File: src/rtl/v5_trap_filter.sv
// v5_trap_filter: trapezoidal shaper, run-time K/L/M, settle gating, peak detect.
// Define TRAP_SAT_EN to saturate output_data instead of wrapping it.
module v5_trap_filter #(
  parameter int DATA_W    = 14,
  parameter int OUT_W     = 16,
  parameter int ACC_W     = 40,
  parameter int DEPTH_MAX = 64,
  parameter int KL_W      = 7,
  parameter int M_W       = 12,
  parameter int SHIFT     = 4
) (
  input  logic                     clk,
  input  logic                     reset,
  input  logic signed [DATA_W-1:0] input_data,
  input  logic                     in_valid,
  input  logic        [KL_W-1:0]   cfg_k,
  input  logic        [KL_W-1:0]   cfg_l,
  input  logic        [M_W-1:0]    cfg_m,
  input  logic                     cfg_load,
  output logic                     cfg_busy,
  output logic                     cfg_err,
  input  logic signed [OUT_W-1:0]  threshold,
  output logic signed [OUT_W-1:0]  output_data,
  output logic                     out_valid,
  output logic signed [OUT_W-1:0]  peak_data,
  output logic                     peak_valid
);
  localparam int IW = $clog2(DEPTH_MAX + 1);
  localparam int CW = 8;
  localparam logic [KL_W:0] KL_MAX = (KL_W+1)'(DEPTH_MAX);
  localparam logic [CW-1:0] CNT_RST = CW'(2 + 4 + 7);

  typedef enum logic {SETTLE, RUN} settle_t;
  typedef enum logic {ARMED, TRACK} peak_t;

  logic signed [DATA_W-1:0] v [DEPTH_MAX+1];
  logic [KL_W-1:0] k, l;
  logic [M_W-1:0]  m;
  logic [KL_W:0]   kl, cfg_sum;
  logic            cfg_ok, load_ok;

  logic signed [ACC_W-1:0] v0, vk, vl, vkl, m_ext;
  logic signed [ACC_W-1:0] d1, d2, d, p, md, r, s;
  logic signed [OUT_W-1:0] out_n;

  settle_t st, st_n;
  logic [CW-1:0] cnt, cnt_n;
  logic ov_n;

  peak_t pk, pk_n;
  logic signed [OUT_W-1:0] pr, pr_n, pd_n;
  logic pv_n;

  assign kl      = {1'b0, k} + {1'b0, l};
  assign cfg_sum = {1'b0, cfg_k} + {1'b0, cfg_l};
  assign cfg_ok  = (cfg_k != '0) && (cfg_k <= cfg_l)
                && (cfg_sum <= KL_MAX);
  assign load_ok = cfg_load && cfg_ok;

  assign v0    = ACC_W'(v[0]);
  assign vk    = ACC_W'(v[IW'(k)]);
  assign vl    = ACC_W'(v[IW'(l)]);
  assign vkl   = ACC_W'(v[IW'(kl)]);
  assign m_ext = ACC_W'(m);

  assign cfg_busy = (st == SETTLE);

`ifdef TRAP_SAT_EN
  localparam logic signed [OUT_W-1:0] OMAX = {1'b0, {(OUT_W-1){1'b1}}};
  localparam logic signed [OUT_W-1:0] OMIN = {1'b1, {(OUT_W-1){1'b0}}};
  logic signed [ACC_W-1:0] sh;
  logic fits;
  assign sh   = s >>> SHIFT;
  assign fits = (&sh[ACC_W-1:OUT_W-1]) || ~(|sh[ACC_W-1:OUT_W-1]);
  always_comb begin
    out_n = sh[OUT_W-1:0];
    if (!fits) out_n = sh[ACC_W-1] ? OMIN : OMAX;
  end
`else
  assign out_n = s[SHIFT+OUT_W-1:SHIFT];
`endif

  always_comb begin
    st_n  = st;
    cnt_n = cnt;
    if (load_ok) begin
      st_n  = SETTLE;
      cnt_n = CW'(cfg_sum) + CW'(7);
    end else if (st == SETTLE && in_valid) begin
      cnt_n = cnt - CW'(1);
      if (cnt == CW'(1)) st_n = RUN;
    end
  end

  assign ov_n = in_valid && (st == RUN) && !load_ok;

  // Peak decision uses the value output_data takes at this same edge
  always_comb begin
    pk_n = pk;
    pr_n = pr;
    pd_n = peak_data;
    pv_n = 1'b0;
    if (load_ok) begin
      pk_n = ARMED;
    end else if (ov_n) begin
      unique case (pk)
        ARMED: begin
          if (out_n > threshold) begin
            pk_n = TRACK;
            pr_n = out_n;
          end
        end
        TRACK: begin
          if (out_n > threshold) begin
            if (out_n > pr) pr_n = out_n;
          end else begin
            pd_n = pr;
            pv_n = 1'b1;
            pk_n = ARMED;
          end
        end
      endcase
    end
  end

  always_ff @(posedge clk or negedge reset) begin
    if (!reset) begin
      st  <= SETTLE;
      cnt <= CNT_RST;
      pk  <= ARMED;
    end else begin
      st  <= st_n;
      cnt <= cnt_n;
      pk  <= pk_n;
    end
  end

  always_ff @(posedge clk or negedge reset) begin
    if (!reset) begin
      for (int i = 0; i <= DEPTH_MAX; i++) v[i] <= '0;
      k           <= KL_W'(2);
      l           <= KL_W'(4);
      m           <= '0;
      d1          <= '0;
      d2          <= '0;
      d           <= '0;
      p           <= '0;
      md          <= '0;
      r           <= '0;
      s           <= '0;
      output_data <= '0;
      out_valid   <= 1'b0;
      cfg_err     <= 1'b0;
      peak_data   <= '0;
      peak_valid  <= 1'b0;
      pr          <= '0;
    end else begin
      cfg_err    <= cfg_load && !cfg_ok;
      out_valid  <= ov_n;
      peak_valid <= pv_n;
      peak_data  <= pd_n;
      pr         <= pr_n;
      if (in_valid) begin
        v[0] <= input_data;
        for (int i = 1; i <= DEPTH_MAX; i++) v[i] <= v[i-1];
      end
      if (load_ok) begin
        k           <= cfg_k;
        l           <= cfg_l;
        m           <= cfg_m;
        d1          <= '0;
        d2          <= '0;
        d           <= '0;
        p           <= '0;
        md          <= '0;
        r           <= '0;
        s           <= '0;
        output_data <= '0;
      end else if (in_valid) begin
        d1          <= v0 - vk;
        d2          <= vl - vkl;
        d           <= d1 - d2;
        p           <= p + d;
        md          <= d * m_ext;
        r           <= p + md;
        s           <= s + r;
        output_data <= out_n;
      end
    end
  end
endmodule

File: config.mk
export PLATFORM = sky130hd
export DESIGN_NAME = v5_trap_filter
export DESIGN_NICKNAME = d
export VERILOG_FILES = /design/src/rtl/v5_trap_filter.sv
export SDC_FILE = /design/constraint.sdc
export NUM_CORES = 2
export LEC_CHECK = 0
export CAP_MARGIN = 20
export CORE_MARGIN = 2
export CORE_UTILIZATION = 40
export CTS_BUF_LIST = sky130_fd_sc_hd__clkbuf_16
export CTS_CLUSTER_DIAMETER = 50
export DETAILED_ROUTE_END_ITERATION = 8
export SETUP_SLACK_MARGIN = 0.4
export SYNTH_ARGS = -nofsm -noshare
export SYNTH_HDL_FRONTEND = slang
export SYNTH_SLANG_ARGS = --single-unit
File: constraint.sdc
create_clock -name clk -period 6.56 [get_ports clk]
set_clock_uncertainty 0.15 [all_clocks]
set_input_delay 0.984 -clock clk [delete_from_list [all_inputs] [get_ports clk]]
set_output_delay 0.984 -clock clk [all_outputs]
set_load 0.005 [all_outputs]
# Word-level counts from Yosys, hierarchy flattened
# Index checks and enable logic that the tools add are counted.
# word_totals
reg_bits	1277
inputBits	60
output_inout_bits	36
elab_cells	171
# op_classes
addsub	10
n_mul	1
magnitude_cmp	7
eq_ne	4
n_mux	41
n_bitwise	7
n_reduce_logical	17
# op_table
operator	count
2-to-1 mux 40 bit	14
binary-select mux 14 bit (select 7 bit)	3
adder 40 bit	3
2-to-1 mux 14 bit	6
2-to-1 mux 16 bit	5
multiplier 40 x 13 -> 40 bit	1
subtractor 40 bit	1
greater-than comparator 16 bit	2
one-hot mux 16 bit (2 select lines)	1
subtractor 14 x 14 -> 15 bit	2
greater-or-equal comparator 8 bit (second input constant)	3
inverter 7 -> 8 bit	3
2-to-1 mux 8 bit	2
2-to-1 mux 1 bit	10
adder 7 x 7 -> 8 bit	1
adder 8 x 3 -> 8 bit (second input constant)	1
equality test 8 x 1 -> 1 bit (second input constant)	1
less-or-equal comparator 8 x 7 -> 1 bit (second input constant)	1
nonzero test 2 bit	4
subtractor 8 x 1 -> 8 bit (second input constant)	1
adder 7 bit	1
less-or-equal comparator 7 bit	1
logical AND 1 bit	7
nonzero test 7 bit	1
other kinds (7)	12

# Depth between registers and ports, before layout
# logic_depth
word_depth	8
depth_mapped	27
depth_no_buf	23

# Worst setup path after synthesis
# OpenSTA, ideal clock, no wires.
# synth_path
path_kind	flip-flop to flip-flop
startpoint	register k[1]
endpoint	register d2[13]
setup_time_ns	0.121
arrival_ns	6.095
required_ns	6.289
slack_ns	0.194
path_stages_with_launch	24
path_buffers	6
synth_period_minus_slack_ns	6.366
path_cell_list	dfstp_2 > clkbuf_1 > clkbuf_1 > clkbuf_1 > buf_2 > inv_1 > fa_1 > xnor2_1 > buf_1 > buf_1 > mux4_2 > mux2i_1 > nand2_1 > a32oi_1 > ha_1 > nor2b_1 > o21a_1 > o21ai_0 > a211oi_1 > nor3_1 > o31ai_1 > xor2_1 > mux2i_1 > nor2_1
# synth_between
elab_chain_len	8
# synth_rtl
item	line_no	rtl
from (decl)	37	logic [KL_W-1:0] k, l;
from (signal assigned)	168	k <= cfg_k;
adder 7 bit	54	assign kl = {1'b0, k} + {1'b0, l};
inverter 7 -> 8 bit (implied by the code)	63	assign vkl = ACC_W'(v[IW'(kl)]);
binary-select mux 14 bit (select 7 bit)	63	
2-to-1 mux 14 bit (implied by the code) (2 in series)	63	
subtractor 14 x 14 -> 15 bit	181	d2 <= vl - vkl;
2-to-1 mux 40 bit	179	end else if (in_valid) begin
2-to-1 mux 40 bit	167	if (load_ok) begin
to (signal assigned)	181	
to (decl)	43	logic signed [ACC_W-1:0] d1, d2, d, p, md, r, s;
# Every way passes these cells. The select of a mux whose other input is x is not followed.
# A chain may end at the register's enable or synchronous reset.

# Worst setup path in the final report
# layout_path
startpoint	register k[0]
endpoint	register d2[12]
# Same word-level chain as after synthesis.

==> key figures <==
Outcome
  – Status: finished, final reports clean

Global route
  – First-pass GRT wire length: around 310000 µm
  – Initial antenna violation count: 3
  – Total track usage: 0.207
  – Largest net degree at the start of global routing: 188
  – Grt ovf: 0
  – Vias in the first global route: between 40000 and 50000

Yosys
  – Main combinational cell family by area after synthesis: multiplexers
  – Cell variety after synth: 86
  – Most numerous cell in the Yosys netlist: dfrtp_1
  – Synth warnings: 0
  – Area contributors post-synth: dfrtp_1 (38%), mux4_2 (25%), mux2_2 (14%), ha_1 (3.4%), fa_1 (3.4%)
  – Mux share of post-synthesis cell area: 0.418
  – Synth area leader: dfrtp_1
  – Post-synth EDFFs: 0
  – XOR/XNOR Fraction of Synth Area: 0.0150
  – Mapped Area: 74700 µm²
  – Top FF cell, synth: dfrtp_1
  – Adder-Cell Fraction of Synth Area: 0.0679
  – Post-synthesis simple-gate area fraction: 0.0470
  – Post-synthesis instance total: between 5000 and 6000
  – Compound-Gate Fraction of Synth Area: 0.0387
  – Post-synthesis sequential area ratio: 0.378
  – #FFs+latches synth: ~1100
  – Yosys top cell area share: 0.376
  – Synthesized Nets: between 5000 and 6000
  – Top post-synthesis cells by count: dfrtp_1 (1122), mux2_2 (934), mux4_2 (841), inv_1 (281), clkbuf_1 (276)
  – Ys async rst share: 1.00
  – Syn_area_per_cell: 13.8 µm²

Timing
  – Maximum clock frequency: 173 MHz
  – Setup Viol. Count Final: 0
  – Max-slew headroom: 0.193
  – Slew @ Worst Pin: between 1 and 1.5 ns
  – Final Max Slew Viols: 0
  – TNS Setup: 0 ns
  – Min cycle time layout: 5.78 ns
  – Fin crit share: 0.882
  – Unrepaired setup endpoints after global routing: false
  – Hold Fails Final Rpt: 0

Critical path
  – Crit start category: flip-flop
  – Maximum fanout along the worst path: 18
  – Critical Path AT: around 6.3 ns
  – CP Capture Type: flip-flop
  – Worst setup path category: reg -> reg
  – Worst path required time: about 7 ns

Clock tree
  – CTS buffer count: approximately 150
  – Clk_lat worst skew: around 0.80 ns
  – Cts repair resizes: 0
  – Hold-fix buffers, CTS: 0
  – H-tree level count: 4
  – Root Buffer: clkbuf_16
  – CTS tree: built
  – Clock transition at the registers of the reported paths: 0.06 ns
  – CTS Sinks: 1127
  – Max Root-Sink Buffers: 3
  – Post-CTS setup buffers: 0

Place
  – HPWL Detailed: around 120000 µm
  – Global placement routability congestion: roughly 0.86
  – Port-buffer cells: 95

Finish
  – Fillers: about 17000
  – Share of layout cells above drive strength 1: 0.397
  – Nets: about 5700
  – P&R area growth vs syn: 11.8%

Floorplanning
  – Initial core utilization: 0.403
  – Core area: about 190000 µm²
  – Height of the die: around 440 µm
  – Die width: 436 µm
  – FP Rows: ~160
  – Die Area: around 190000 µm²
  – # IOs: 96

Detailed routing
  – DRC: 0
  – Via count: 47600
  – 1st-iter DRT viols: around 4000
  – Avg Vias per Cell: between 5 and 6
  – Uppermost routed layer: met4
  – Metal3 WL: 11200 µm
  – DR pass1 iterations: 8
  – Routed Antenna Nets: 0
  – Met1 wire length: slightly above 80000 µm
  – Post-detailed-route wirelength per cell: roughly 24 µm
  – Met2 WL: roughly 95000 µm
  – Total Wirelength: roughly 200000 µm

Hold path
  – Hold Path Class: in -> async

Run
  – Max_cap viols: 0
metal layers:
| layer | up-vias | global-route usage |
|---|---|---|
| li1 | 20500 | - |
| met1 | 25300 | 0.283 |
| met5 | - | 0 |
| met3 | 326 | 0.0358 |
| met2 | 1562 | 0.336 |
| met4 | 0 | 0.0630 |
cell families (layout without fill, tap and decap cells):
kind of cell    Yosys count  in the layout
mux                    1945           1945
flops                  1127           1127
simple gates            747            747
buf+inv                 679            755
compound gates          441            441
fa+ha+maj               330            330
xor+xnor                127            127
other cells               0              5
path summary, 6_finish.rpt:
check,from,to,slack [ns],depth (start not counted)
hold reg to reg,peak_data[4],peak_data[4],0.35,1
max in group asynchronous,reset,l[3],4.52,3
min in group clk,peak_data[4],peak_data[4],0.35,1
setup reg to reg,k[0],d2[12],0.78,20
setup / recovery,k[0],d2[12],0.78,20
hold / removal,reset,v[347],0.12,1
state kept, by name, summed over array words and instances, names as in the netlist, 16 cells and up:
name,cells
d,20
md,20
v,910
p,20
peak_data,16
output_data,16
pr,16
s,20
r,20
worst max-delay path: stages (launching register included):
cell	delay [ns]
dfrtp_4	0.64
ha_4	0.19
inv_1	0.05
fa_4	0.88
buf_4	0.32
mux4_2	0.35
mux4_2	0.50
mux2i_1	0.24
nand2_1	0.08
a32o_1	0.30
ha_1	0.24
inv_1	0.08
fa_1	0.21
a21o_1	0.12
a21oi_1	0.11
o21bai_1	0.20
a31oi_1	0.16
o211a_1	0.26
a21oi_1	0.25
xnor2_1	0.18
o21ai_0	0.10
layout make-up:
cell class                 count  area [µm²]  area share
inverter                     283        1060      0.0127
antenna                        5        12.5    0.000150
tap                         2480        3100      0.0372
multi-input combinational   3590       43900       0.526
sequential                  1127       28200       0.338
clock buffer                 147        3680      0.0440
clock inverter               123        1310      0.0157
timing repair buffer         202        2200      0.0264
metrics by stage:
stage | std cells | utilization | area (µm²) | worst slack, ns | hold WS [ns]
finish | 7957 | 0.450 | 83500 | 0.776 | 0.118
global route | 7955 | 0.450 | 83500 | 0.486 | 0.172
CTS | 7952 | 0.450 | 83500 | 0.773 | 0.137
detailed placement | 7682 | 0.423 | 78500 | 0.782 | 0.345
global placement | 7682 | 0.423 | 78500 | 0.791 | 0.338
floorplan | 5396 | - | 74700 | 0.451 | 0.327
cell usage in the layout (no fill, tap or decap), types with 30 or more instances in the layout:
cell type,Yosys,final
dfrtp_1,1122,1112
inv_1,281,299
nor2_1,207,207
nand3_1,30,30
a21o_1,32,32
mux4_2,841,841
nor2b_1,33,33
mux2_2,934,934
ha_1,204,203
and2_1,92,91
clkdlybuf4s50_1,0,93
buf_4,3,72
clkbuf_16,0,147
mux2i_1,154,154
fa_1,126,125
buf_12,1,35
xnor2_1,94,89
xor2_1,32,31
a21oi_1,115,115
nand2_1,258,258
o21ai_0,105,105
nor3_1,33,33
Power is left out: the tool's default activity adds up to more than one toggle a clock period on the data nets, which glitch-free logic cannot reach.
